### config.mk
export PLATFORM = sky130hd
export DESIGN_NAME = ls_mem_ctrl_flat
export DESIGN_NICKNAME = d
export VERILOG_FILES = /design/src/rtl/ls_mem_ctrl_if.sv /design/src/rtl/ls_mem_ctrl.sv /design/src/flat_wrapper.sv
export SDC_FILE = /design/constraint.sdc
export NUM_CORES = 1
export LEC_CHECK = 0
export BUFFER_PORTS_ARGS = -buffer_cell sky130_fd_sc_hd__buf_2
export CAP_MARGIN = 20
export CORE_ASPECT_RATIO = 1.5
export CORE_UTILIZATION = 56
export CTS_BUF_LIST = sky130_fd_sc_hd__clkbuf_4 sky130_fd_sc_hd__clkbuf_8 sky130_fd_sc_hd__clkbuf_16
export DETAILED_ROUTE_END_ITERATION = 6
export GPL_ROUTABILITY_DRIVEN = 0
export PLACE_DENSITY = 0.89
export SLEW_MARGIN = 20
export SYNTH_ARGS = -nofsm -noshare
export SYNTH_HDL_FRONTEND = slang
export SYNTH_SLANG_ARGS = --single-unit
export TNS_END_PERCENT = 5
### constraint.sdc
create_clock -name clk -period 6.33 [get_ports clk]
set_input_delay 0.9495 -clock clk [delete_from_list [all_inputs] [get_ports clk]]
set_output_delay 0.9495 -clock clk [all_outputs]
set_load 0.02 [all_outputs]
### src/rtl/ls_mem_ctrl_if.sv
// LS function encoding and the bundled upstream / memory / writeback signals
// seen by the load/store memory sequencer.
package ls_mem_pkg;
  typedef enum logic [3:0] {
    LS_NOP = 4'd0,
    LS_LB  = 4'd1,
    LS_LH  = 4'd2,
    LS_LW  = 4'd3,
    LS_LBU = 4'd4,
    LS_LHU = 4'd5,
    LS_SB  = 4'd6,
    LS_SH  = 4'd7,
    LS_SW  = 4'd8
  } ls_func_e;
endpackage

interface ls_mem_if #(
  parameter int RD_W = 7
);
  logic                  valid_i;
  logic                  ready_i;
  ls_mem_pkg::ls_func_e  ls_func_i;
  logic [31:0]           addr_i;
  logic [31:0]           data_i;
  logic [RD_W-1:0]       rd_i;
  logic                  mem_req_o;
  logic                  mem_we_o;
  logic [31:0]           mem_addr_o;
  logic [3:0]            mem_be_o;
  logic [31:0]           mem_wdata_o;
  logic                  mem_gnt_i;
  logic                  mem_rvalid_i;
  logic [31:0]           mem_rdata_i;
  logic                  wb_valid_o;
  logic [RD_W-1:0]       wb_rd_o;
  logic [31:0]           wb_data_o;
  logic                  wb_ready_i;
  logic                  err_o;
  logic [31:0]           err_addr_o;
  logic                  idle_o;

  // master: the sequencer; slave: the surrounding pipeline, memory and writeback
  modport master (
    input  valid_i, ls_func_i, addr_i, data_i, rd_i,
    input  mem_gnt_i, mem_rvalid_i, mem_rdata_i, wb_ready_i,
    output ready_i, mem_req_o, mem_we_o, mem_addr_o, mem_be_o, mem_wdata_o,
    output wb_valid_o, wb_rd_o, wb_data_o, err_o, err_addr_o, idle_o
  );

  modport slave (
    output valid_i, ls_func_i, addr_i, data_i, rd_i,
    output mem_gnt_i, mem_rvalid_i, mem_rdata_i, wb_ready_i,
    input  ready_i, mem_req_o, mem_we_o, mem_addr_o, mem_be_o, mem_wdata_o,
    input  wb_valid_o, wb_rd_o, wb_data_o, err_o, err_addr_o, idle_o
  );
endinterface

### src/rtl/ls_mem_ctrl.sv
// Load/store sequencer: buffers LS ops in a FIFO and issues them one at a time,
// in order, to a single-ported data memory; aligns loads and lane-places stores.
module ls_mem_ctrl
  import ls_mem_pkg::*;
#(
  parameter int DEPTH = 4,
  parameter int RD_W  = 7
) (
  input  logic     clk,
  input  logic     reset,
  ls_mem_if.master bus
);

  localparam int AW = $clog2(DEPTH);

  typedef enum logic [2:0] {
    S_IDLE,
    S_REQ,
    S_WAIT_R,
    S_WB,
    S_ERR
  } state_e;

  function automatic logic is_store(ls_func_e f);
    return (f == LS_SB) || (f == LS_SH) || (f == LS_SW);
  endfunction

  function automatic logic misaligned(ls_func_e f, logic [1:0] off);
    case (f)
      LS_LH, LS_LHU, LS_SH: return off[0];
      LS_LW, LS_SW:         return off != 2'b00;
      default:              return 1'b0;
    endcase
  endfunction

  function automatic logic [3:0] lane_be(ls_func_e f, logic [1:0] off);
    case (f)
      LS_SB:   return 4'b0001 << off;
      LS_SH:   return 4'b0011 << off;
      default: return 4'hF;
    endcase
  endfunction

  function automatic logic [31:0] lane_wdata(ls_func_e f, logic [31:0] d);
    case (f)
      LS_SB:   return {4{d[7:0]}};
      LS_SH:   return {2{d[15:0]}};
      default: return d;
    endcase
  endfunction

  function automatic logic [31:0] load_extend(ls_func_e f, logic [1:0] off, logic [31:0] word);
    logic [31:0] s;
    s = word >> {off, 3'b000};
    case (f)
      LS_LB:   return {{24{s[7]}}, s[7:0]};
      LS_LBU:  return {24'd0, s[7:0]};
      LS_LH:   return {{16{s[15]}}, s[15:0]};
      LS_LHU:  return {16'd0, s[15:0]};
      default: return s;
    endcase
  endfunction

  ls_func_e        r_fifo_func [DEPTH];
  logic [31:0]     r_fifo_addr [DEPTH];
  logic [31:0]     r_fifo_data [DEPTH];
  logic [RD_W-1:0] r_fifo_rd   [DEPTH];
  logic [AW:0]     r_wptr;
  logic [AW:0]     r_rptr;

  state_e          r_state;
  state_e          w_next;
  ls_func_e        r_op_func;
  logic [31:0]     r_op_addr;
  logic [31:0]     r_op_data;
  logic [RD_W-1:0] r_op_rd;
  logic [31:0]     r_wb_data;
  logic [31:0]     r_err_addr;

  logic            w_empty;
  logic            w_full;
  logic            w_ready;
  logic            w_push;
  logic            w_pop;
  ls_func_e        w_head_func;
  logic [31:0]     w_head_addr;
  logic            w_head_mis;
  logic            w_req;
  logic            w_wb_vld;
  logic            w_err;

  // Extra pointer bit distinguishes full from empty when the indices match.
  assign w_empty     = (r_wptr == r_rptr);
  assign w_full      = (r_wptr[AW] != r_rptr[AW]) && (r_wptr[AW-1:0] == r_rptr[AW-1:0]);
  assign w_ready     = !w_full && !reset;
  assign w_push      = bus.valid_i && w_ready && (bus.ls_func_i != LS_NOP);
  assign w_pop       = (r_state == S_IDLE) && !w_empty;
  assign w_head_func = r_fifo_func[r_rptr[AW-1:0]];
  assign w_head_addr = r_fifo_addr[r_rptr[AW-1:0]];
  assign w_head_mis  = misaligned(w_head_func, w_head_addr[1:0]);

  always_ff @(posedge clk or posedge reset) begin
    if (reset) begin
      r_wptr     <= '0;
      r_rptr     <= '0;
      r_state    <= S_IDLE;
      r_err_addr <= '0;
    end else begin
      r_state <= w_next;
      if (w_push) r_wptr <= r_wptr + 1'b1;
      if (w_pop)  r_rptr <= r_rptr + 1'b1;
      if (w_pop && w_head_mis) r_err_addr <= w_head_addr;
    end
  end

  always_ff @(posedge clk) begin
    if (w_push) begin
      r_fifo_func[r_wptr[AW-1:0]] <= bus.ls_func_i;
      r_fifo_addr[r_wptr[AW-1:0]] <= bus.addr_i;
      r_fifo_data[r_wptr[AW-1:0]] <= bus.data_i;
      r_fifo_rd[r_wptr[AW-1:0]]   <= bus.rd_i;
    end
    if (w_pop) begin
      r_op_func <= w_head_func;
      r_op_addr <= w_head_addr;
      r_op_data <= r_fifo_data[r_rptr[AW-1:0]];
      r_op_rd   <= r_fifo_rd[r_rptr[AW-1:0]];
    end
    if ((r_state == S_WAIT_R) && bus.mem_rvalid_i)
      r_wb_data <= load_extend(r_op_func, r_op_addr[1:0], bus.mem_rdata_i);
  end

  always_comb begin
    w_next   = r_state;
    w_req    = 1'b0;
    w_wb_vld = 1'b0;
    w_err    = 1'b0;
    case (r_state)
      S_IDLE:   if (!w_empty) w_next = w_head_mis ? S_ERR : S_REQ;
      S_REQ: begin
        w_req = 1'b1;
        if (bus.mem_gnt_i) w_next = is_store(r_op_func) ? S_IDLE : S_WAIT_R;
      end
      S_WAIT_R: if (bus.mem_rvalid_i) w_next = S_WB;
      S_WB: begin
        w_wb_vld = 1'b1;
        if (bus.wb_ready_i) w_next = S_IDLE;
      end
      S_ERR: begin
        w_err  = 1'b1;
        w_next = S_IDLE;
      end
      default:  w_next = S_IDLE;
    endcase
  end

  // Datapath outputs are forced to zero outside their valid state.
  assign bus.ready_i     = w_ready;
  assign bus.mem_req_o   = w_req;
  assign bus.mem_we_o    = w_req && is_store(r_op_func);
  assign bus.mem_addr_o  = w_req ? {r_op_addr[31:2], 2'b00} : 32'd0;
  assign bus.mem_be_o    = w_req ? lane_be(r_op_func, r_op_addr[1:0]) : 4'd0;
  assign bus.mem_wdata_o = w_req ? lane_wdata(r_op_func, r_op_data) : 32'd0;
  assign bus.wb_valid_o  = w_wb_vld;
  assign bus.wb_rd_o     = w_wb_vld ? r_op_rd : '0;
  assign bus.wb_data_o   = w_wb_vld ? r_wb_data : 32'd0;
  assign bus.err_o       = w_err;
  assign bus.err_addr_o  = r_err_addr;
  assign bus.idle_o      = (r_state == S_IDLE) && w_empty;

endmodule

### src/flat_wrapper.sv
// flat-port wrapper written by rule: the top's interface ports become plain ports
module ls_mem_ctrl_flat import ls_mem_pkg::*;
#(
  parameter int DEPTH = 4,
  parameter int RD_W  = 7
)
  (clk, reset, bus_valid_i, bus_ls_func_i, bus_addr_i, bus_data_i, bus_rd_i, bus_mem_gnt_i, bus_mem_rvalid_i, bus_mem_rdata_i, bus_wb_ready_i, bus_ready_i, bus_mem_req_o, bus_mem_we_o, bus_mem_addr_o, bus_mem_be_o, bus_mem_wdata_o, bus_wb_valid_o, bus_wb_rd_o, bus_wb_data_o, bus_err_o, bus_err_addr_o, bus_idle_o);
  ls_mem_if #(.RD_W(RD_W)) bus_i ();
  input  logic clk;
  input  logic reset;
  input wire logic [$bits(bus_i.valid_i)-1:0] bus_valid_i;
  input wire logic [$bits(bus_i.ls_func_i)-1:0] bus_ls_func_i;
  input wire logic [$bits(bus_i.addr_i)-1:0] bus_addr_i;
  input wire logic [$bits(bus_i.data_i)-1:0] bus_data_i;
  input wire logic [$bits(bus_i.rd_i)-1:0] bus_rd_i;
  input wire logic [$bits(bus_i.mem_gnt_i)-1:0] bus_mem_gnt_i;
  input wire logic [$bits(bus_i.mem_rvalid_i)-1:0] bus_mem_rvalid_i;
  input wire logic [$bits(bus_i.mem_rdata_i)-1:0] bus_mem_rdata_i;
  input wire logic [$bits(bus_i.wb_ready_i)-1:0] bus_wb_ready_i;
  output wire logic [$bits(bus_i.ready_i)-1:0] bus_ready_i;
  output wire logic [$bits(bus_i.mem_req_o)-1:0] bus_mem_req_o;
  output wire logic [$bits(bus_i.mem_we_o)-1:0] bus_mem_we_o;
  output wire logic [$bits(bus_i.mem_addr_o)-1:0] bus_mem_addr_o;
  output wire logic [$bits(bus_i.mem_be_o)-1:0] bus_mem_be_o;
  output wire logic [$bits(bus_i.mem_wdata_o)-1:0] bus_mem_wdata_o;
  output wire logic [$bits(bus_i.wb_valid_o)-1:0] bus_wb_valid_o;
  output wire logic [$bits(bus_i.wb_rd_o)-1:0] bus_wb_rd_o;
  output wire logic [$bits(bus_i.wb_data_o)-1:0] bus_wb_data_o;
  output wire logic [$bits(bus_i.err_o)-1:0] bus_err_o;
  output wire logic [$bits(bus_i.err_addr_o)-1:0] bus_err_addr_o;
  output wire logic [$bits(bus_i.idle_o)-1:0] bus_idle_o;
  assign bus_i.valid_i = bus_valid_i;
  assign bus_i.ls_func_i = bus_ls_func_i;
  assign bus_i.addr_i = bus_addr_i;
  assign bus_i.data_i = bus_data_i;
  assign bus_i.rd_i = bus_rd_i;
  assign bus_i.mem_gnt_i = bus_mem_gnt_i;
  assign bus_i.mem_rvalid_i = bus_mem_rvalid_i;
  assign bus_i.mem_rdata_i = bus_mem_rdata_i;
  assign bus_i.wb_ready_i = bus_wb_ready_i;
  assign bus_ready_i = bus_i.ready_i;
  assign bus_mem_req_o = bus_i.mem_req_o;
  assign bus_mem_we_o = bus_i.mem_we_o;
  assign bus_mem_addr_o = bus_i.mem_addr_o;
  assign bus_mem_be_o = bus_i.mem_be_o;
  assign bus_mem_wdata_o = bus_i.mem_wdata_o;
  assign bus_wb_valid_o = bus_i.wb_valid_o;
  assign bus_wb_rd_o = bus_i.wb_rd_o;
  assign bus_wb_data_o = bus_i.wb_data_o;
  assign bus_err_o = bus_i.err_o;
  assign bus_err_addr_o = bus_i.err_addr_o;
  assign bus_idle_o = bus_i.idle_o;
  ls_mem_ctrl #(.DEPTH(DEPTH), .RD_W(RD_W)) u_core (.clk(clk), .reset(reset), .bus(bus_i));
endmodule
Word level (Yosys, flattened, before mapping)
Memory sizes are Yosys's and may differ from the RTL's. A register that Yosys moved wholly into a read port is not among the register bits.
Cells that the tools add are included.
{"block": "op_classes", "n_mux": 21, "n_addsub": 2, "n_reduce_logical": 20, "shift": 3, "n_eq_ne": 23}
{"op": "one-hot mux 32 bit (4 select lines)", "n": 1}
{"op": "2-to-1 mux 32 bit", "n": 3}
{"op": "one-hot mux 32 bit (2 select lines)", "n": 1}
{"op": ">> shifter 32 x 5 -> 32 bit", "n": 1}
{"op": "== test 4 x 3 -> 1 bit (second input constant)", "n": 6}
{"op": "2-to-1 mux 3 bit", "n": 5}
{"op": "== test 4 x 2 -> 1 bit (second input constant)", "n": 3}
{"op": "one-hot mux 3 bit (4 select lines)", "n": 1}
{"op": "logical AND 1 bit", "n": 9}
{"op": "== test 4 bit (second input constant)", "n": 2}
{"op": "inequality test 2 bit (second input constant)", "n": 4}
{"op": "one-hot mux 4 bit (2 select lines)", "n": 1}
{"op": "2-to-1 mux 7 bit", "n": 1}
{"op": "adder 3 x 1 -> 3 bit (second input constant)", "n": 2}
{"op": "== test 3 x 2 -> 1 bit (second input constant)", "n": 2}
{"op": "2-to-1 mux 1 bit", "n": 5}
{"op": "== test 4 x 1 -> 1 bit (second input constant)", "n": 1}
{"op": "2-to-1 mux 4 bit", "n": 1}
{"op": "AND reduction 4 bit", "n": 1}
{"op": "nonzero test 4 bit", "n": 1}
{"op": "<< shifter 1 x 2 -> 4 bit (first input constant)", "n": 1}
{"op": "<< shifter 2 x 2 -> 4 bit (first input constant)", "n": 1}
{"op": "== test 3 x 1 -> 1 bit (second input constant)", "n": 1}
{"op": "== test 3 bit", "n": 1}
{"op": "other kinds (11)", "n": 14}
{"block": "word_totals", "n_memories": 4, "input_bits": 113, "mem_bits_rw": 300, "regBits": 109}
{"memory": "u_core.r_fifo_addr", "depth": 4, "word_bits": 32, "read_ports": 1, "rd_ports_with_merged_regs": 0, "wr": 1, "line": "ls_mem_ctrl.sv:65", "source": "logic [31:0] r_fifo_addr [DEPTH];"}
{"memory": "u_core.r_fifo_data", "depth": 4, "word_bits": 32, "read_ports": 1, "rd_ports_with_merged_regs": 1, "wr": 1, "line": "ls_mem_ctrl.sv:66", "source": "logic [31:0] r_fifo_data [DEPTH];"}
{"memory": "u_core.r_fifo_rd", "depth": 4, "word_bits": 7, "read_ports": 1, "rd_ports_with_merged_regs": 1, "wr": 1, "line": "ls_mem_ctrl.sv:67", "source": "logic [RD_W-1:0] r_fifo_rd [DEPTH];"}
{"memory": "u_core.r_fifo_func", "depth": 4, "word_bits": 4, "read_ports": 1, "rd_ports_with_merged_regs": 0, "wr": 1, "line": "ls_mem_ctrl.sv:64", "source": "ls_func_e r_fifo_func [DEPTH];"}

Depth between registers and ports, before layout
Gate-level depths: netlist of run 1.
{"block": "logic_depth", "depth_word": 8, "mapped_depth": 9, "depth_no_buf": 5}

Worst setup path after synthesis of run 1
Ideal clock, no wire load.
{"block": "synth_path", "path_type": "input to register", "from": "input bus_mem_rvalid_i", "to": "register u_core.r_wb_data[0] (enable)", "t_arrival_ns": 4.325, "setup_time_ns": 0.513, "stages": 2, "slack_ns": 1.492, "n_path_buf": 0, "cell_sequence": "inv_1 > nor4b_1"}
{"block": "synth_via", "elab_chain_len": 1}
{"element": "from (decl)", "line": "flat_wrapper.sv:17", "source": "input wire logic [$bits(bus_i.mem_rvalid_i)-1:0] bus_mem_rvalid_i;"}
{"element": "logical AND 1 bit", "line": "ls_mem_ctrl.sv:129", "source": "if ((r_state == S_WAIT_R) && bus.mem_rvalid_i)"}
{"element": "to (signal assigned)", "line": "ls_mem_ctrl.sv:130", "source": "r_wb_data <= load_extend(r_op_func, r_op_addr[1:0], bus.mem_rdata_i);"}
{"element": "to (decl)", "line": "ls_mem_ctrl.sv:77", "source": "logic [31:0] r_wb_data;"}
Every way passes these cells.
A chain may end at the register's enable or synchronous reset.

Final worst setup path of run 1
{"block": "layout_path", "from": "register u_core.r_rptr[1]", "to": "register u_core.r_err_addr[12], in the netlist u_core.bus.err_addr_o[12]"}
{"block": "layout_via", "elab_chain_len": 5, "word_cells_on_any_way": 15}
{"element": "from (decl)", "line": "ls_mem_ctrl.sv:69", "source": "logic [AW:0] r_rptr;"}
{"element": "from (signal assigned)", "line": "ls_mem_ctrl.sv:111", "source": "if (w_pop) r_rptr <= r_rptr + 1'b1;"}
{"element": "memory (4 x 4 bit)"}
{"element": "== test 4 x 2 -> 1 bit (tied with other cells)", "line": "ls_mem_ctrl.sv:29", "source": "case (f)"}
{"element": "OR reduction 3 bit / OR reduction 2 bit (equally long branches)", "line": "ls_mem_ctrl.sv:29"}
{"element": "one-hot mux 1 bit (2 select lines)", "line": "ls_mem_ctrl.sv:29"}
{"element": "logical AND 1 bit", "line": "ls_mem_ctrl.sv:112", "source": "if (w_pop && w_head_mis) r_err_addr <= w_head_addr;"}
{"element": "to (signal assigned)", "line": "ls_mem_ctrl.sv:112"}
{"element": "to (decl)", "line": "ls_mem_ctrl.sv:78", "source": "logic [31:0] r_err_addr;"}
Several ways; a longest one is shown, not always the timed one.

==> summary.txt, run 1 <==
Post-synth top cells: edfxtp_1, mux4_2, and2_1
Core Box Area: 31,000 sq um
Layer with the highest usage: met2
Synthesized area: 17,600 sq um
Pwr dens: 508 nW/um^2
Final setup fails: 0
Die span in y: 219 um
Hold Startpoint: u_core.bus.err_addr_o[18]
Worst flop-to-flop path startpoint: u_core.r_rptr[1]
Hold Path Cell Cnt: 1
Final min period: 3950 ps
Grt ovf: 0
CP cell instances: xnor2_1 > nand3b_1 > and3b_4 > buf_4 > o31ai_4 > buf_4 > mux2_1
Yosys cell types: 47
DIE AREA: 32,200 sq um
Vias per inst: 5.93
Initial Util: 0.568
Min-Delay Path Class: flop to flop
R2R Setup Slk: 2380 ps
PortBufs: 255
Clock Tree Buf Depth: 3
Syn-to-layout area delta: 17.2%
Fraction of registers with async set or reset after synthesis: 0.0915
H-tree depth: 2
Total of max-cap violations: 0
Crit-path max FO: 78
Post-synth top flop: edfxtp_1
Fin Setup TNS: 0 ps
DR iter-0 viols: 819
Chip width: 147 um
FF-to-FF path depth: 7
Worst vdd ir: 274 uV
Max incr delay on CP: 1180 ps
CTS resizes: 0
Hold-fix buffers, CTS: 0
Global routing usage on met3: 0.0484
Synth Register Bits: 448
Top cell family by delay on the critical path: flip-flops
Tcrit/Tclk final: 0.623
Non-Filler Instances: 1,627
Relative slew slack: 0.238
CP endpoint kind: flop
Global-route wire length before repair: 58,000 um
Worst slew pin tran: 1140 ps
Worst Path Arrival: 4370 ps
Post-Place Cells: 1,543
Critical path depth: 7
DRC Markers: 0
Most frequent cell after synthesis: edfxtp_1
Clock sinks: 448
Number of vias in the routed layout: 9,652
WP buf/inv: 2
Slew Viols, Final: 0
Layout cells sized above 1: 0.373
Worst path required time: 6750 ps
Most frequent CP cell: buf_4
Post-synth EDFFs: 407
Worst path slowest cell: dfrtp_4
Largest net degree at the start of global routing: 79
WS Path Type: flop to flop
# Post-CTS Setup Buffers: 0
Top cells by area, synth: edfxtp_1, mux4_2, dfrtp_1, mux2_4, mux2i_1
Outcome: complete, no violations
Top-area cell type share of the netlist area: 0.693
Worst hold path endpoint: u_core.bus.err_addr_o[18]
Leading area contributor after synthesis: edfxtp_1
Root buf cell: clkbuf_16
Initial antenna violation count: 16
First-pass iteration count of the detailed router: 5
GRT Total Usage: 0.247
Num CTS Buffers: 39
Antenna Nets Post-Route: 0
Mean post-synth cell area: 19.0 sq um
Post-Syn Instances: 928
Clock slew at reported path FFs: 70 ps
Met2 Track Usage GR: 0.429
Seq/Total Area, Yosys: 0.752
Post-DP HPWL: 23,900 um
Wire length per cell: 24.5 um
Clock Latency Late Sink: 550 ps
YS warnings: 0
Leakage: 7.81 nW
FP Rows: 79
Vias in the first global route: 9,643
Final WL: 39,900 um
Io pins: 258
CTS tree: built
Crit Reg-Reg Endpoint: u_core.bus.err_addr_o[12]
Fmax: 253 MHz
Nets: 1,299
Critical path startpoint category: flop
Worst Skew: 17.7 ps
Hold Vio Cnt, Final: 0
Met1 Usage GRT: 0.282
RSZ-0062 raised after global routing: false
## cells by family after synthesis
group / synth area share
and+or+nand+nor: 0.0548
adders and majority gates: 0.00355
muxes: 0.136
xor gates and xnor gates: 0.00447
DFF: 0.752
AOI/OAI and AO/OA: 0.0322
buffers and inverters: 0.0167
other: 0.000213
## cell type report
class                           instances  area [sq um]
Antenna cell                           11          27.5
Clock buffer                           47          1040
Clock inverter                         24           224
Fill cell                            1981         10400
Inverter                                8          30.0
Multi-Input combinational cell        416          4120
Sequential cell                       448         13300
Tap cell                              405           507
Timing Repair Buffer                  268          1450
## report_power, final
group	internal, mW	leakage (nW)	switching, mW
combinational	1.39	2.98	2.10
sequential	4.15	4.22	0.512
clock	1.31	0.617	1.05
## state kept, by name, indices dropped and copies added (netlist names)
register,flops
u_core.r_state,3
u_core.r_op_func,4
u_core.r_rptr,3
u_core.r_op_rd,7
u_core.r_wb_data,32
u_core.r_fifo_rd,28
u_core.r_fifo_data,128
u_core.r_fifo_func,16
u_core.r_op_addr,32
u_core.r_fifo_addr,128
u_core.r_op_data,32
u_core.bus.err_addr_o,32
u_core.r_wptr,3
## cell usage in the layout (no fill, tap or decap), types with 4 or more instances in the layout
| master | synthesis | routed |
|---|---|---|
| buf_4 | 2 | 7 |
| and3_1 | 40 | 40 |
| mux2_1 | 8 | 8 |
| a21oi_1 | 37 | 37 |
| buf_2 | 4 | 255 |
| clkinvlp_4 | 0 | 5 |
| clkinv_1 | 0 | 5 |
| mux2_2 | 4 | 4 |
| inv_1 | 8 | 7 |
| a21o_1 | 8 | 8 |
| diode_2 | 0 | 11 |
| a211oi_1 | 15 | 15 |
| edfxtp_1 | 407 | 407 |
| and2_4 | 0 | 4 |
| dfrtp_1 | 41 | 38 |
| xnor2_1 | 6 | 6 |
| clkbuf_16 | 0 | 39 |
| ha_1 | 5 | 5 |
| and2_1 | 43 | 39 |
| mux4_2 | 75 | 75 |
| clkbuf_4 | 0 | 7 |
| nor2_1 | 26 | 24 |
| nand2_1 | 31 | 31 |
| mux2_4 | 20 | 20 |
| mux2i_1 | 28 | 28 |
| nor2b_1 | 9 | 9 |
| clkinv_2 | 0 | 5 |
| nor3_1 | 4 | 4 |
| o21ai_0 | 27 | 27 |
## metrics by stage
step	hold WS (ps)	util	setup slack [ps]	area, sq um	power [mW]
floorplan	461	-	1490	17600	6.98
global placement	470	0.620	2510	19200	7.97
detailed placement	480	0.623	2370	19300	8.11
CTS	494	0.664	1990	20600	10.5
global route	514	0.666	2110	20700	10.9
finish	493	0.666	2380	20700	10.5
## worst register-to-register path: stages, from the launching register on
cell and delay (ps):
dfrtp_4 1180, xnor2_1 250, nand3b_1 210, and3b_4 480, buf_4 720, o31ai_4 210
buf_4 340, mux2_1 430
## per-layer routing
| layer | share of wire | wire, um |
|---|---|---|
| met1 | 0.34 | 13700 |
| met2 | 0.52 | 20900 |
| met3 | 0.069 | 2740 |
| met4 | 0.063 | 2520 |
| met5 | 0.0014 | 55 |
## worst max-delay path by stage
stage                            startpoint                   endpoint
after floorplan            bus_mem_rvalid_i        u_core.r_wb_data[0]
after global placement     u_core.r_rptr[1]  u_core.bus.err_addr_o[19]
after detailed placement   u_core.r_rptr[1]  u_core.bus.err_addr_o[18]
after CTS                 u_core.r_state[2]        bus_mem_wdata_o[29]
after global routing       u_core.r_rptr[1]  u_core.bus.err_addr_o[12]
final                      u_core.r_rptr[1]  u_core.bus.err_addr_o[12]
(Power assumes the default switching activity.)
==> run 2, diff against run 1 <==
- ABC_AREA: default -> 1
- CORE_UTILIZATION: 56 -> 52
- PLACE_DENSITY: 0.89 -> 0.87
- clock period: 6.33 -> 3.2 ns (I/O delays scaled with it)
==> run 2 against run 1 <==
  * Wire length rose by 10%
  * First-iteration DRC count grew 42%
  * Via count up 27%
  * Non-clock buffer count grew 17
  * Sequential power up 90%
  * Final cell count rose by 33%
  * Global-route usage rose by 0.29 points
  * Synthesized cell count up 59%
  * Critical path type is now flop to output port
  * Largest cell class unchanged
  * Highest routed layer unchanged
==> summary.txt, run 2 <==
Vias in the first global route: 12,200 (+26%)
Hold Startpoint: bus_addr_i[12]
Worst Skew: 17.8 ps (+0.131 ps)
Met2 Track Usage GR: 0.458 (+0.0296)
Io pins: 258 (unchanged)
Leading area contributor after synthesis: edfxtp_1
Pwr dens: 1010 nW/um^2 (+99%)
Clock Tree Buf Depth: 3 (unchanged)
Design internal power: 13.3 mW (+95%)
Final setup fails: 0 (unchanged)
PortBufs: 255 (unchanged)
H-tree depth: 2 (unchanged)
Fraction of registers with async set or reset after synthesis: 0.0915 (unchanged)
DIE AREA: 35,200 sq um (+9.3%)
Syn-to-layout area delta: 17.9%
Worst Path Arrival: 2520 ps (-1850 ps)
Final WL: 43,900 um (+10%)
Layer with the highest usage: met2
FF+latch area: 13,300 sq um (about the same)
Chip width: 154 um (+4.5%)
Post-Syn Instances: 1,471 (+59%)
Fin Setup TNS: 0 ps (unchanged)
Commonest cells after routing, fill and taps aside: edfxtp_1, buf_2, nor2_1, o21ai_0, nand2_1
Die span in y: 229 um (+4.5%)
Outcome: complete, no violations
Commonest non-fill, non-tap cell in the layout: edfxtp_1
DR iter-0 viols: 1,161 (+42%)
Initial Util: 0.532 (-0.0359)
GRT Total Usage: 0.250 (+0.00291)
CTS tree: built
Tcrit/Tclk final: 0.936
Filler Cells Inserted: 2,436 (+23%)
Global-route wire length before repair: 66,300 um (+14%)
Num CTS Buffers: 40 (+2.6%)
Root buf cell: clkbuf_16
Leakage: 8.52 nW (+9.1%)
Gate power share: 0.339 (+0.007)
Hold-fix buffers, CTS: 0 (unchanged)
Initial antenna violation count: 6 (-10)
Nets: 1,833 (+41%)
DRC Markers: 0 (unchanged)
CP endpoint kind: output port
Critical path startpoint category: flop
Post-DP HPWL: 28,100 um (+18%)
Vias per inst: 5.66 (-4.5%)
Worst flop-to-flop path startpoint: u_core.r_rptr[0]
Fmax: 334 MHz
Most frequent cell after synthesis: edfxtp_1
Crit-path max FO: 14 (-82%)
WS Path Type: flop to output port
Post-synth EDFFs: 407 (unchanged)
# Post-CTS Setup Buffers: 0 (unchanged)
Mean post-synth cell area: 12.2 sq um (-36%)
Clock slew at reported path FFs: 70 ps (about the same)
RSZ-0062 raised after global routing: false
Met1 Usage GRT: 0.280 (-0.00173)
Placement Cell Area: 19,600 sq um (+1.5%)
Area taken by multi-input logic gates: 3820 sq um (-7.2%)
Relative slew slack: 0.438 (+0.200)
Seq pwr share: 0.414 (-0.030)
Number of vias in the routed layout: 12,300 (+27%)
Grt ovf: 0 (unchanged)
Worst hold path endpoint: u_core.r_fifo_addr[0][12]
Fin area: 21,100 sq um (+2.1%)
Seq/Total Area, Yosys: 0.740 (-0.0117)
Total of max-cap violations: 0 (unchanged)
Layout cells sized above 1: 0.213 (-0.160)
Post-synth top flop: edfxtp_1
Antenna Nets Post-Route: 0 (unchanged)
Hold Vio Cnt, Final: 0 (unchanged)
Clock Latency Late Sink: 560 ps (about the same)
Net Sw Power: 8.05 mW (+120%)
Clock sinks: 448 (unchanged)
Largest net degree at the start of global routing: 66 (-16%)
CTS resizes: 0 (unchanged)
Global routing usage on met3: 0.0433 (-0.00511)
Final min period: 3000 ps
YS warnings: 0 (unchanged)
FF-to-FF path depth: 11 (+4)
R2R Setup Slk: 630 ps (-1750 ps)
Top-area cell type share of the netlist area: 0.683 (-0.0108)
Worst vdd ir: 785 uV (+190%)
Post-synth top cells: edfxtp_1, nor2_1, o21ai_0
Synth Register Bits: 448 (unchanged)
Crit Reg-Reg Endpoint: u_core.bus.err_addr_o[7]
Top cells by area, synth: edfxtp_1, dfrtp_1, o21ai_0, nor2_1, nand2_1
Worst slew pin tran: 841 ps (-303 ps)
Core Box Area: 33,700 sq um (+8.4%)
Synthesized area: 17,900 sq um (+1.6%)
Worst path required time: 2720 ps (-4030 ps)
Yosys cell types: 38 (-19%)
Sw frac: 0.376 (+0.0279)
Slew Viols, Final: 0 (unchanged)
First-pass iteration count of the detailed router: 7 (+2)
Hold Path Cell Cnt: 1 (unchanged)
Min-Delay Path Class: input port to flop
Wire length per cell: 20.2 um (-18%)
FP Rows: 82 (+3.8%)
Clk pwr share: 0.247 (+0.022)
## run 2: cell types whose count changed after synthesis, moves of 43 or more
cell,change
nand2_1,+160
o21ai_0,+175
inv_1,+109
and2_1,-43
nor2_1,+229
mux4_2,-75
o22ai_1,+70
## run 2: cell families after synthesis
family	count (synthesis)	share of synthesized area
fa+ha+maj	5	0.00349
other cells	1	0.000209
mux	5	0.00280
xor+xnor	6	0.00294
buf+inv	207	0.0486
simple gates	483	0.106
flops	448	0.740
compound gates	316	0.0962
## run 2: cell type report
type | count | area share
multi-input cells | 817 | 0.181
clock inverters | 28 | 0.0190
diodes | 3 | 0.000356
flip-flops and latches | 448 | 0.628
inverters | 123 | 0.0222
repair buffers | 285 | 0.0741
well taps | 420 | 0.0249
clock buffers | 46 | 0.0502
## run 2: worst max-delay path: stages, from the launching register on
cell and delay (ps):
edfxtp_1 430, inv_1 140, nor2_2 70, inv_2 240
nor2_1 70, buf_4 190, o21ai_0 320, o21ai_0 150
nor2_1 150, buf_2 190
## run 2: worst max-delay path by stage
stage                         from                         to  slack [ps]  depth (start not counted)
2_1_floorplan                reset   u_core.r_fifo_addr[3][0]          40                          5
3_3_place_gp      u_core.r_rptr[1]  u_core.bus.err_addr_o[20]         720                         10
3_5_place_dp      u_core.r_rptr[0]  u_core.bus.err_addr_o[26]         630                         11
4_1_cts        u_core.r_op_func[1]        bus_mem_wdata_o[27]         250                          9
5_1_grt        u_core.r_op_func[3]        bus_mem_wdata_o[11]          30                         10
6_report       u_core.r_op_func[1]        bus_mem_wdata_o[27]         200                          9
## run 2: layer usage
metal,share of wire,wire length [um],vias up
li1,-,-,5614
met1,0.35,15200,5844
met2,0.53,23300,713
met3,0.083,3660,118
met4,0.041,1790,4
met5,0.00071,31,-
## run 2: power groups by stage
stage	clock, mW	sequential (mW)	combinational, mW
finish	5.27	8.85	7.25
global route	5.55	8.96	7.92
CTS	5.33	8.84	7.22
detailed placement	0	8.93	7.16
global placement	0	8.89	6.93
floorplan	0	8.87	4.76
## run 2: per-stage QoR
| stage | std cells | hold WS (ps) | util | power [mW] | worst slack [ps] |
|---|---|---|---|---|---|
| after detailed placement | 2093 | 462 | 0.583 | 16.1 | 632 |
| final | 2170 | 133 | 0.627 | 21.4 | 204 |
| after global routing | 2170 | 115 | 0.627 | 22.4 | 25.8 |
| after floorplan | 1472 | 461 | - | 13.6 | 36.8 |
| after CTS | 2167 | 108 | 0.627 | 21.4 | 255 |
| after global placement | 2093 | 459 | 0.583 | 15.8 | 722 |
==> run 3, diff against run 2 <==
- GPL_TIMING_DRIVEN: default -> 0
==> run 3 against run 2 <==
  * Clock power down 5.7%
  * Sequential share of layout area down 1.3 points
  * Register-to-register slack worse by 280 ps
  * First-iteration DRC count up 29%
  * Combinational power up 13%
  * Global-route usage up 2.1 points
  * Non-clock buffer count up 70
  * Die area unchanged
  * Wire length up 9.8%
  * Critical endpoint is now bus_mem_wdata_o[15]
==> summary.txt, run 3 (synthesis results as in run 2) <==
Non-Filler Instances: 2,249 (+3.6%)
DR WL met3: 4520 um (+23%)
Net Sw Power: 8.51 mW (+5.7%)
Io pins: 258 (unchanged)
Initial antenna violation count: 18 (+12)
Chip width: 154 um (unchanged)
Total of max-cap violations: 0 (unchanged)
Worst vdd ir: 727 uV (-7.3%)
Clock sinks: 448 (unchanged)
Critical path startpoint category: flop
Worst Skew: 21.8 ps (+4.00 ps)
WS Path Type: flop to output port
Clk pwr share: 0.228 (-0.019)
Post-Place Cells: 2,163 (+3.3%)
Clock slew at reported path FFs: 70 ps (about the same)
Slew Viols, Final: 0 (unchanged)
Wl on met1: 16,200 um (+7.0%)
Most frequent CP cell: buf_2
CTS tree: built
Hold Vio Cnt, Final: 0 (unchanged)
R2R Setup Slk: 350 ps (-280 ps)
DR iter-0 viols: 1,492 (+29%)
Root buf cell: clkbuf_16
Crit-path max FO: 10 (-4)
Worst path required time: 2720 ps (about the same)
First-pass iteration count of the detailed router: 6 (-1)
Final min period: 3030 ps (+38.0 ps)
Fmax: 330 MHz (-1.3%)
Worst slew pin tran: 967 ps (+126 ps)
H-tree depth: 2 (unchanged)
Vias per inst: 5.78 (+2.1%)
Tot Pwr: 21.8 mW (+2.2%)
Final setup fails: 0 (unchanged)
Clock Tree Buf Depth: 3 (unchanged)
Tcrit/Tclk final: 0.948 (+0.0119)
Global-route wire length before repair: 71,400 um (+7.7%)
Antenna Nets Post-Route: 0 (unchanged)
Vias in the first global route: 12,600 (+3.6%)
Largest net degree at the start of global routing: 49 (-26%)
Commonest non-fill, non-tap cell in the layout: edfxtp_1
WP buf/inv: 4 (unchanged)
Pwr dens: 1010 nW/um^2 (about the same)
Syn-to-layout area delta: 20.3%
DR WL met2: 24,600 um (+5.9%)
Worst Path Arrival: 2550 ps (+30 ps)
Seq pwr share: 0.399 (-0.015)
Design internal power: 13.3 mW (about the same)
Final WL: 48,200 um (+9.8%)
Relative slew slack: 0.354 (-0.0840)
PortBufs: 255 (unchanged)
Clock Latency Late Sink: 550 ps (about the same)
Grt ovf: 0 (unchanged)
Hold-fix buffers, CTS: 0 (unchanged)
Nets: 1,903 (+3.8%)
Top cell family by delay on the critical path: buffers and inverters
CP endpoint kind: output port
Initial Util: 0.532 (unchanged)
Die span in y: 229 um (unchanged)
Commonest cells after routing, fill and taps aside: edfxtp_1, buf_2, nor2_1, o21ai_0, nand2_1
Worst path slowest cell: o311ai_0
Highest metal used: met5
Leakage: 8.69 nW (+2.0%)
FP Rows: 82 (unchanged)
DRC Markers: 0 (unchanged)
Number of vias in the routed layout: 13,000 (+5.8%)
Outcome: complete, no violations
Fin Setup TNS: 0 ps (unchanged)
Layout cells sized above 1: 0.216 (+0.00304)
CTS resizes: 1 (+1)
Max incr delay on CP: 420 ps (about the same)
Num CTS Buffers: 40 (unchanged)
Core Box Area: 33,700 sq um (unchanged)
Min-Delay Path Class: input port to asynchronous set/reset pin
Gate power share: 0.374 (+0.035)
Sw frac: 0.390 (+0.0132)
Post-DP HPWL: 33,500 um (+19%)
CP cell instances: inv_1 > nand2_1 > nor2_4 > inv_2 > buf_2 > o311ai_0 > a21oi_1 > buf_2
Wire length per cell: 21.5 um (+6.0%)
DIE AREA: 35,200 sq um (unchanged)
GRT Total Usage: 0.271 (+0.0214)
# Post-CTS Setup Buffers: 0 (unchanged)
run 3: cell count changes in the layout (fill, tap and decap cells not counted), sizes merged:
cell and delta:
clkbuf +46, buf +26, clkinvlp -1, inv +1
bufinv -4, diode +11
run 3: final cells by class:
class	count	area [sq um]
antenna	14	35.0
tap	420	526
sequential	448	13200
multi-input combinational	817	3840
fill	2384	12100
buffer	84	407
timing repair buffer	271	1650
clock inverter	24	265
clock buffer	48	1100
inverter	123	470
run 3: routing by layer:
metal | track usage | vias to the layer above
li1 | - | 5781
met1 | 0.300 | 6149
met2 | 0.482 | 887
met3 | 0.0551 | 181
met4 | 0.158 | 6
met5 | 0 | -
run 3: power groups by stage:
stage	logic [mW]	registers [mW]	clock network (mW)
finish	8.16	8.71	4.97
global route	8.79	8.79	5.23
CTS	8.02	8.69	5.01
detailed placement	7.97	8.79	0
global placement	7.47	8.82	0
floorplan	4.76	8.87	0
run 3: worst paths after layout:
| check | cells past startpoint | endpoint | from |
|---|---|---|---|
| setup / recovery | 8 | bus_mem_wdata_o[15] | u_core.r_op_func[3] |
| hold / removal | 2 | u_core.bus.err_addr_o[11] | reset |
| setup reg to reg | 10 | u_core.r_fifo_addr[0][15] | u_core.r_rptr[1] |
| hold reg to reg | 2 | u_core.bus.err_addr_o[17] | u_core.bus.err_addr_o[17] |
| max in group asynchronous | 2 | u_core.bus.err_addr_o[12] | reset |
| min in group clk | 1 | u_core.r_fifo_addr[2][0] | bus_addr_i[0] |
run 3: per-stage QoR:
stage / hold WS [ps] / area, sq um / util / setup slack, ps
2_1_floorplan: 461 / 17900 / - / 36.8
3_5_place_dp: 461 / 20100 / 0.598 / -107
6_report: 128 / 21500 / 0.640 / 166
4_1_cts: 126 / 21500 / 0.639 / 42.2
5_1_grt: 134 / 21500 / 0.640 / -9.49
3_3_place_gp: 461 / 19700 / 0.587 / -1050
run 3: worst reg2reg max path: stages (launching register included):
cell and delay, ps:
dfrtp_1 490, inv_2 140, nand2_1 90, a21oi_1 80, nand2_1 90, nand2_1 50
inv_1 90, nand2_1 290, nor2_4 720, buf_12 290, buf_16 200
